--- src/rtl/rns18_pkg.sv ---
// Shared constants and types for the 18-bit RNS forward converter.
// Holds the default primary-base moduli, digit/input widths, the converter
// FSM state type and the residue digit type.
package rns18_pkg;

  localparam int unsigned IN_WIDTH   = 64;
  localparam int unsigned DATA_WIDTH = 18;

  localparam int unsigned MOD1 = 78125;   // 5^7
  localparam int unsigned MOD2 = 131072;  // 2^17
  localparam int unsigned MOD3 = 177147;  // 3^11
  localparam int unsigned MOD4 = 199927;  // 7 * 13^4

  typedef logic [DATA_WIDTH-1:0] residue_t;

  typedef enum logic [1:0] {
    StIdle  = 2'd0,
    StShift = 2'd1,
    StFix   = 2'd2,
    StDone  = 2'd3
  } state_e;

endpackage

--- src/rtl/rns_forward_convert18_if.sv ---
// Handshake bundle for the RNS forward converter.
//   bin_in/in_valid/in_ready   : input side, signed binary operand
//   r1_out..r4_out/sign_out    : residue digits and echoed sign
//   out_valid/out_ready        : output side
// master: producer/consumer driving the converter; slave: the converter.
interface rns_forward_convert18_if
  import rns18_pkg::*;
#(
  parameter int unsigned InWidth   = IN_WIDTH,
  parameter int unsigned DataWidth = DATA_WIDTH
);

  logic [InWidth-1:0]   bin_in;
  logic                 in_valid;
  logic                 in_ready;
  logic [DataWidth-1:0] r1_out;
  logic [DataWidth-1:0] r2_out;
  logic [DataWidth-1:0] r3_out;
  logic [DataWidth-1:0] r4_out;
  logic                 sign_out;
  logic                 out_valid;
  logic                 out_ready;

  modport master (
    output bin_in, in_valid, out_ready,
    input  in_ready, r1_out, r2_out, r3_out, r4_out, sign_out, out_valid
  );

  modport slave (
    input  bin_in, in_valid, out_ready,
    output in_ready, r1_out, r2_out, r3_out, r4_out, sign_out, out_valid
  );

endinterface

--- src/rtl/rns_digit_acc.sv ---
// One residue digit of the forward converter.
// Ports:
//   clk, reset : clock, synchronous active-high reset
//   clr_i      : zero the accumulator
//   step_i     : r <- (2r + bit_i) mod MODULUS
//   bit_i      : next magnitude bit, MSB first
//   fix_i      : apply sign correction to the accumulator
//   neg_i      : operand is negative
//   res_o      : residue with sign correction applied (combinational)
module rns_digit_acc
  import rns18_pkg::*;
#(
  parameter int unsigned MODULUS   = MOD1,
  parameter int unsigned DataWidth = DATA_WIDTH
) (
  input  logic                 clk,
  input  logic                 reset,
  input  logic                 clr_i,
  input  logic                 step_i,
  input  logic                 bit_i,
  input  logic                 fix_i,
  input  logic                 neg_i,
  output logic [DataWidth-1:0] res_o
);

  localparam logic [DataWidth:0] ModW = (DataWidth + 1)'(MODULUS);

  logic [DataWidth-1:0] acc_q, acc_d;
  logic [DataWidth:0]   t;
  logic [DataWidth-1:0] step_val;

  always_comb begin
    // acc < MODULUS, so 2*acc+1 < 2*MODULUS and one subtract suffices.
    t        = {acc_q, bit_i};
    step_val = (t >= ModW) ? DataWidth'(t - ModW) : t[DataWidth-1:0];
    // A zero residue of a negative value must stay 0, not become MODULUS.
    res_o    = (neg_i && (acc_q != '0)) ? DataWidth'(ModW - {1'b0, acc_q}) : acc_q;

    acc_d = acc_q;
    if (clr_i) begin
      acc_d = '0;
    end else if (step_i) begin
      acc_d = step_val;
    end else if (fix_i) begin
      acc_d = res_o;
    end
  end

  always_ff @(posedge clk) begin
    if (reset) begin
      acc_q <= '0;
    end else begin
      acc_q <= acc_d;
    end
  end

endmodule

--- src/rtl/rns_forward_convert18.sv ---
// Sequential binary-to-RNS forward converter. Converts a signed IN_WIDTH
// operand into four residues, one magnitude bit per cycle, then corrects
// for sign. 65 cycles from acceptance to out_valid.
// Ports:
//   clk, reset : clock, synchronous active-high reset
//   conv_if    : slave side of the handshake bundle (see interface file)
module rns_forward_convert18
  import rns18_pkg::*;
#(
  parameter int unsigned InWidth   = IN_WIDTH,
  parameter int unsigned DataWidth = DATA_WIDTH,
  parameter int unsigned Mod1      = MOD1,
  parameter int unsigned Mod2      = MOD2,
  parameter int unsigned Mod3      = MOD3,
  parameter int unsigned Mod4      = MOD4
) (
  input logic                    clk,
  input logic                    reset,
  rns_forward_convert18_if.slave conv_if
);

  localparam int unsigned CntW = $clog2(InWidth);
  localparam logic [CntW-1:0] CntLast = CntW'(InWidth - 1);

  state_e               state_q, state_d;
  logic [InWidth-1:0]   mag_q, mag_d;
  logic                 neg_q, neg_d;
  logic [CntW-1:0]      cnt_q, cnt_d;
  logic                 clr, step, fix;
  logic [DataWidth-1:0] res1, res2, res3, res4;
  logic [DataWidth-1:0] r1_q, r2_q, r3_q, r4_q;
  logic                 sign_q;

  always_comb begin
    state_d = state_q;
    mag_d   = mag_q;
    neg_d   = neg_q;
    cnt_d   = cnt_q;
    clr     = 1'b0;
    step    = 1'b0;
    fix     = 1'b0;
    case (state_q)
      StIdle: begin
        if (conv_if.in_valid) begin
          neg_d   = conv_if.bin_in[InWidth-1];
          // Unsigned view of the negation maps the most negative value to 2^(InWidth-1).
          mag_d   = conv_if.bin_in[InWidth-1] ? -conv_if.bin_in : conv_if.bin_in;
          cnt_d   = '0;
          clr     = 1'b1;
          state_d = StShift;
        end
      end
      StShift: begin
        step  = 1'b1;
        mag_d = mag_q << 1;
        cnt_d = cnt_q + CntW'(1);
        if (cnt_q == CntLast) begin
          state_d = StFix;
        end
      end
      StFix: begin
        fix     = 1'b1;
        state_d = StDone;
      end
      StDone: begin
        if (conv_if.out_ready) begin
          state_d = StIdle;
        end
      end
      default: state_d = StIdle;
    endcase
  end

  rns_digit_acc #(.MODULUS(Mod1), .DataWidth(DataWidth)) u_acc1 (
    .clk(clk), .reset(reset), .clr_i(clr), .step_i(step), .bit_i(mag_q[InWidth-1]),
    .fix_i(fix), .neg_i(neg_q), .res_o(res1)
  );
  rns_digit_acc #(.MODULUS(Mod2), .DataWidth(DataWidth)) u_acc2 (
    .clk(clk), .reset(reset), .clr_i(clr), .step_i(step), .bit_i(mag_q[InWidth-1]),
    .fix_i(fix), .neg_i(neg_q), .res_o(res2)
  );
  rns_digit_acc #(.MODULUS(Mod3), .DataWidth(DataWidth)) u_acc3 (
    .clk(clk), .reset(reset), .clr_i(clr), .step_i(step), .bit_i(mag_q[InWidth-1]),
    .fix_i(fix), .neg_i(neg_q), .res_o(res3)
  );
  rns_digit_acc #(.MODULUS(Mod4), .DataWidth(DataWidth)) u_acc4 (
    .clk(clk), .reset(reset), .clr_i(clr), .step_i(step), .bit_i(mag_q[InWidth-1]),
    .fix_i(fix), .neg_i(neg_q), .res_o(res4)
  );

  always_ff @(posedge clk) begin
    if (reset) begin
      state_q <= StIdle;
      mag_q   <= '0;
      neg_q   <= 1'b0;
      cnt_q   <= '0;
      r1_q    <= '0;
      r2_q    <= '0;
      r3_q    <= '0;
      r4_q    <= '0;
      sign_q  <= 1'b0;
    end else begin
      state_q <= state_d;
      mag_q   <= mag_d;
      neg_q   <= neg_d;
      cnt_q   <= cnt_d;
      // Outputs capture the sign-corrected residues on the FIX->DONE edge only.
      if (fix) begin
        r1_q   <= res1;
        r2_q   <= res2;
        r3_q   <= res3;
        r4_q   <= res4;
        sign_q <= neg_q;
      end
    end
  end

  assign conv_if.in_ready  = (state_q == StIdle);
  assign conv_if.out_valid = (state_q == StDone);
  assign conv_if.r1_out    = r1_q;
  assign conv_if.r2_out    = r2_q;
  assign conv_if.r3_out    = r3_q;
  assign conv_if.r4_out    = r4_q;
  assign conv_if.sign_out  = sign_q;

endmodule

--- src/flat_wrapper.sv ---
// flat-port wrapper written by rule: the top's interface ports become plain ports
module rns_forward_convert18_flat import rns18_pkg::*;
#(
  parameter int unsigned InWidth   = IN_WIDTH,
  parameter int unsigned DataWidth = DATA_WIDTH,
  parameter int unsigned Mod1      = MOD1,
  parameter int unsigned Mod2      = MOD2,
  parameter int unsigned Mod3      = MOD3,
  parameter int unsigned Mod4      = MOD4
)
  (clk, reset, conv_if_bin_in, conv_if_in_valid, conv_if_out_ready, conv_if_in_ready, conv_if_r1_out, conv_if_r2_out, conv_if_r3_out, conv_if_r4_out, conv_if_sign_out, conv_if_out_valid);
  rns_forward_convert18_if #(.InWidth(InWidth), .DataWidth(DataWidth)) conv_if_i ();
  input logic clk;
  input logic reset;
  input wire logic [$bits(conv_if_i.bin_in)-1:0] conv_if_bin_in;
  input wire logic [$bits(conv_if_i.in_valid)-1:0] conv_if_in_valid;
  input wire logic [$bits(conv_if_i.out_ready)-1:0] conv_if_out_ready;
  output wire logic [$bits(conv_if_i.in_ready)-1:0] conv_if_in_ready;
  output wire logic [$bits(conv_if_i.r1_out)-1:0] conv_if_r1_out;
  output wire logic [$bits(conv_if_i.r2_out)-1:0] conv_if_r2_out;
  output wire logic [$bits(conv_if_i.r3_out)-1:0] conv_if_r3_out;
  output wire logic [$bits(conv_if_i.r4_out)-1:0] conv_if_r4_out;
  output wire logic [$bits(conv_if_i.sign_out)-1:0] conv_if_sign_out;
  output wire logic [$bits(conv_if_i.out_valid)-1:0] conv_if_out_valid;
  assign conv_if_i.bin_in = conv_if_bin_in;
  assign conv_if_i.in_valid = conv_if_in_valid;
  assign conv_if_i.out_ready = conv_if_out_ready;
  assign conv_if_in_ready = conv_if_i.in_ready;
  assign conv_if_r1_out = conv_if_i.r1_out;
  assign conv_if_r2_out = conv_if_i.r2_out;
  assign conv_if_r3_out = conv_if_i.r3_out;
  assign conv_if_r4_out = conv_if_i.r4_out;
  assign conv_if_sign_out = conv_if_i.sign_out;
  assign conv_if_out_valid = conv_if_i.out_valid;
  rns_forward_convert18 #(.InWidth(InWidth), .DataWidth(DataWidth), .Mod1(Mod1), .Mod2(Mod2), .Mod3(Mod3), .Mod4(Mod4)) u_core (.clk(clk), .reset(reset), .conv_if(conv_if_i));
endmodule
--- config.mk ---
export PLATFORM = sky130hd
export DESIGN_NAME = rns_forward_convert18_flat
export DESIGN_NICKNAME = d
export VERILOG_FILES = /design/src/rtl/rns18_pkg.sv /design/src/rtl/rns_forward_convert18_if.sv /design/src/rtl/rns_digit_acc.sv /design/src/rtl/rns_forward_convert18.sv /design/src/flat_wrapper.sv
export SDC_FILE = /design/constraint.sdc
export NUM_CORES = 1
export LEC_CHECK = 0
export CORE_MARGIN = 2
export CORE_UTILIZATION = 40
export CTS_CLUSTER_SIZE = 25
export DETAILED_ROUTE_END_ITERATION = 6
export HOLD_SLACK_MARGIN = 0.02
export PLACE_DENSITY_LB_ADDON = 0.1
export SLEW_MARGIN = 20
export SYNTH_ARGS = -nofsm -noshare
export SYNTH_HDL_FRONTEND = slang
export SYNTH_SLANG_ARGS = --single-unit
--- constraint.sdc ---
create_clock -name clk -period 3.6 [get_ports clk]
set_input_delay 0.54 -clock clk [delete_from_list [all_inputs] [get_ports clk]]
set_output_delay 0.54 -clock clk [all_outputs]
set_load 0.02 [all_outputs]
==> metrics.md <==
| Metric | Value |
|---|---|
| Drt wl/cell | 17.6 um |
| First-pass GRT wire length | around 65 mm |
| Critical-path cell list | clkdlybuf4s50_1 > or4_4 > or4b_1 > or4_4 > nand3b_4 > o21ai_0 > xor2_1 > a2111oi_0 |
| Sequential cell area | 4360 sq um |
| Post-synthesis cell count | between 1500 and 2000 |
| Minimum clock period | around 3.2 ns |
| Post-Layout Cell Count | approximately 2300 |
| Post-Place Cell Area | approximately 15000 sq um |
| Crit Path Class | primary input to register |
| Post-synth cell types | 73 |
| Leak pwr | 0.00546 uW |
| Gr usage total | 22.4% |
| Fill cells | about 3200 |
| Total CTS buffers | 27 |
| Hold Buf Count CTS | 0 |
| Die footprint | about 35000 sq um |
| Area grow syn2layout | 20.9% |
| Seq/Total Area, Yosys | roughly a third |
| Status | finished clean |
| Syn Nets | roughly 1800 |
| Synthesized flop and latch total | approximately 220 |
| PostCTS Resize Cnt | 0 |
| Ys async rst share | 0% |
| Post-CTS setup buffers | 0 |
| Max Fclk | roughly 310 MHz |
| Die Y | about 190 um |
| Max-Cap Viols | 0 |
| Critical path's largest stage delay | approximately 0.59 ns |
| EDFF count, synth | 0 |
| Die W | between 150 and 200 um |
| Crit-path max FO | 5 |
| Ys Warns | 0 |
| Remaining antenna violation count | 0 |
| H-Tree Depth | 1 |
| Number of port buffers | approximately 140 |
| CTS root buffer | clkbuf_16 |
| Finished Cell Area | between 15000 and 20000 sq um |
| GR Overflow Total | 0 |
| PwrDens | ~740 nW/um^2 |
| Worst hold slack | roughly 0.44 ns |
| Initial DRC count | around 950 |
| Via/cell ratio | 5.69 |
| Worst path most repeated cell | or4_4 |
| Drt first pass iters | 5 |
| CTS tree | done |
| Worst path slowest cell | or4_4 |
| Rel. slew slack | 27.1% |
| Final Slew Violations | 0 |
| Layout cell share with drive strength beyond 1 | 6.95% |
| Drt drc | 0 |
| Clk_lat worst skew | 0.53 ns |
| Synth Cell Area | 13300 sq um |
| Vias in the first global route | 12153 |
| Syn avg cell area | about 7.6 sq um |
| HPWL Detailed | about 27 mm |
| WL final | between 40 and 50 mm |
| Initial antenna violation count | 2 |
| Largest net degree at the start of global routing | 84 |
| Worst vdd ir | approximately 0.48 mV |
| Placed Cells incl. Taps | roughly 2200 |
| Multi-input gate area | about 8300 sq um |
| DR vias | between 10000 and 15000 |
| Final net count | between 1500 and 2000 |
| Critical Path RT | around 4 ns |
| Core Footprint | 32600 sq um |
| Final hold violations | 0 |
| Worst slew pin tran | 1.08 ns |
| Min-Delay Path Class | register to register |
| Max Root-Sink Buffers | 3 |
| Initial cell density of the core | about two fifths |
| Tcrit/Tclk final | approximately nine tenths |
| Critical Path AT | between 3 and 4 ns |
| Clock transition at path regs | around 0.06 ns |
| Startpoint Class | primary input |
| Rows | 66 |
| Critical Path End Type | register |
| Clock sinks | around 220 |
| RSZ-0062 raised after global routing | false |
| Synth Flop Type | dfxtp_1 |
| # IOs | between 100 and 150 |
| Placer Congestion | 0.887 |
| Final setup fails | 0 |
| Max Clock Skew | 0.00869 ns |
## path summary, 6_finish.rpt
path,end,startpoint,slack [ns],cells after the start
max,u_core.mag_q[58]$_SDFFE_PP0P_,conv_if_bin_in[15],0.42,8
min,u_core.mag_q[51]$_SDFFE_PP0P_,u_core.mag_q[51]$_SDFFE_PP0P_,0.44,2
max reg2reg,u_core.conv_if.r2_out[17]$_SDFFE_PP0P_,u_core.u_acc2.acc_q[6]$_SDFFE_PP0P_,0.78,6
min reg2reg,u_core.mag_q[51]$_SDFFE_PP0P_,u_core.mag_q[51]$_SDFFE_PP0P_,0.44,2
## cells in the final DEF, fill, tap and decap left out, types with 27 or more instances in the layout
cell type and n:
a211oi_1 76, a21oi_1 110, a31oi_1 32, buf_4 59
clkbuf_16 27, clkdlybuf4s50_1 140, dfxtp_1 218, nand2_1 192
nand3_1 47, nor2_1 163, nor3_1 44, o21ai_0 127
o22ai_1 29, or3_1 33, xnor2_1 72, xor2_1 91
## registers in the layout, indices dropped and copies added, names as in the netlist
| register | cells |
|---|---|
| u_core.mag_q | 64 |
| u_core.cnt_q | 6 |
| u_core.conv_if.sign_out | 1 |
| u_core.u_acc3.acc_q | 18 |
| u_core.u_acc2.acc_q | 18 |
| u_core.conv_if.r2_out | 18 |
| u_core.state_q | 2 |
| u_core.u_acc4.acc_q | 18 |
| u_core.conv_if.r4_out | 18 |
| u_core.neg_q | 1 |
| u_core.u_acc1.acc_q | 18 |
| u_core.conv_if.r1_out | 18 |
| u_core.conv_if.r3_out | 18 |
## cell usage after synthesis, drive strengths merged (5+ instances only)
library cell,instances,area share (%)
o21ai,132,5.0
inv,22,0.62
ha,17,1.6
and2,5,0.23
a31oi,32,1.5
a21o,11,0.62
or2,8,0.38
o221ai,12,0.79
dfxtp,218,33
nand3,47,1.8
and3,24,1.1
o211ai,15,0.85
or3,33,1.6
a211oi,76,4.3
xor2,91,6.0
nor4,25,1.2
clkbuf,152,4.3
a22oi,7,0.39
o31ai,26,1.5
a311oi,5,0.33
nand2,192,5.4
nand2b,16,0.81
or4,18,1.1
o41ai,12,0.79
o21a,10,0.56
a21oi,110,4.1
nor3,44,1.7
nor2b,11,0.52
mux2i,17,1.3
nand3b,8,0.55
o22ai,29,1.4
nand4,13,0.61
xnor2,72,4.7
buf,12,0.40
a221oi,7,0.46
nor2,164,4.6
a2111oi,6,0.44
## power breakdown
group | switching, uW | internal, uW | total (uW) | leakage (uW)
combinational | 3450 | 2070 | 5520 | 0.00323
clock | 1050 | 1720 | 2770 | 0.000456
sequential | 574 | 3070 | 3640 | 0.00177
## layer usage
metal  track usage, %  vias up  part of all wire (%)  wire length, um
met3             3.03       52                   5.0             1990
met5                0        -                     0                0
met1             29.8     6104                    46            18500
met2             38.3      349                    47            19000
met4             5.43        0                   1.7              697
li1                 -     6487                     -                -
## through the flow
stage / total power, uW / setup slack [ns] / util (%) / TNS, ns
2_1_floorplan: 7180 / 0.437 / - / 0
3_3_place_gp: 9150 / -0.0400 / 46.5 / -0.0761
3_5_place_dp: 9210 / -0.117 / 46.5 / -0.411
4_1_cts: 12000 / 0.448 / 49.3 / 0
5_1_grt: 12800 / 0.190 / 49.3 / 0
6_report: 11900 / 0.415 / 49.3 / 0
## area by class of cell
| class | count | share of cell area (%) |
|---|---|---|
| Antenna cell | 1 | 0.0155 |
| Clock inverter | 6 | 0.498 |
| Clock buffer | 43 | 5.19 |
| Sequential cell | 218 | 27.1 |
| Timing Repair Buffer | 202 | 11.7 |
| Tap cell | 442 | 3.44 |
| Multi-Input combinational cell | 1350 | 51.5 |
| Inverter | 23 | 0.536 |
## worst max-delay path: cells and delay by family
| kind | cells | cell delay [ns] |
|---|---|---|
| XOR/XNOR | 1 | 0.10 |
| AO/OA/AOI/OAI | 2 | 0.61 |
| AND/OR/NAND/NOR | 4 | 1.92 |
| buffers and inverters | 1 | 0.43 |
## kinds of logic after synthesis
kind of cell	share of synthesized area (%)
AND/OR/NAND/NOR	22.2
AO/OA/AOI/OAI	26.0
flip-flops	32.8
buffers and inverters	5.34
XOR/XNOR	10.7
multiplexers	1.36
adder cells (fa/ha/maj)	1.60
Power figures use the tool's default switching activity.
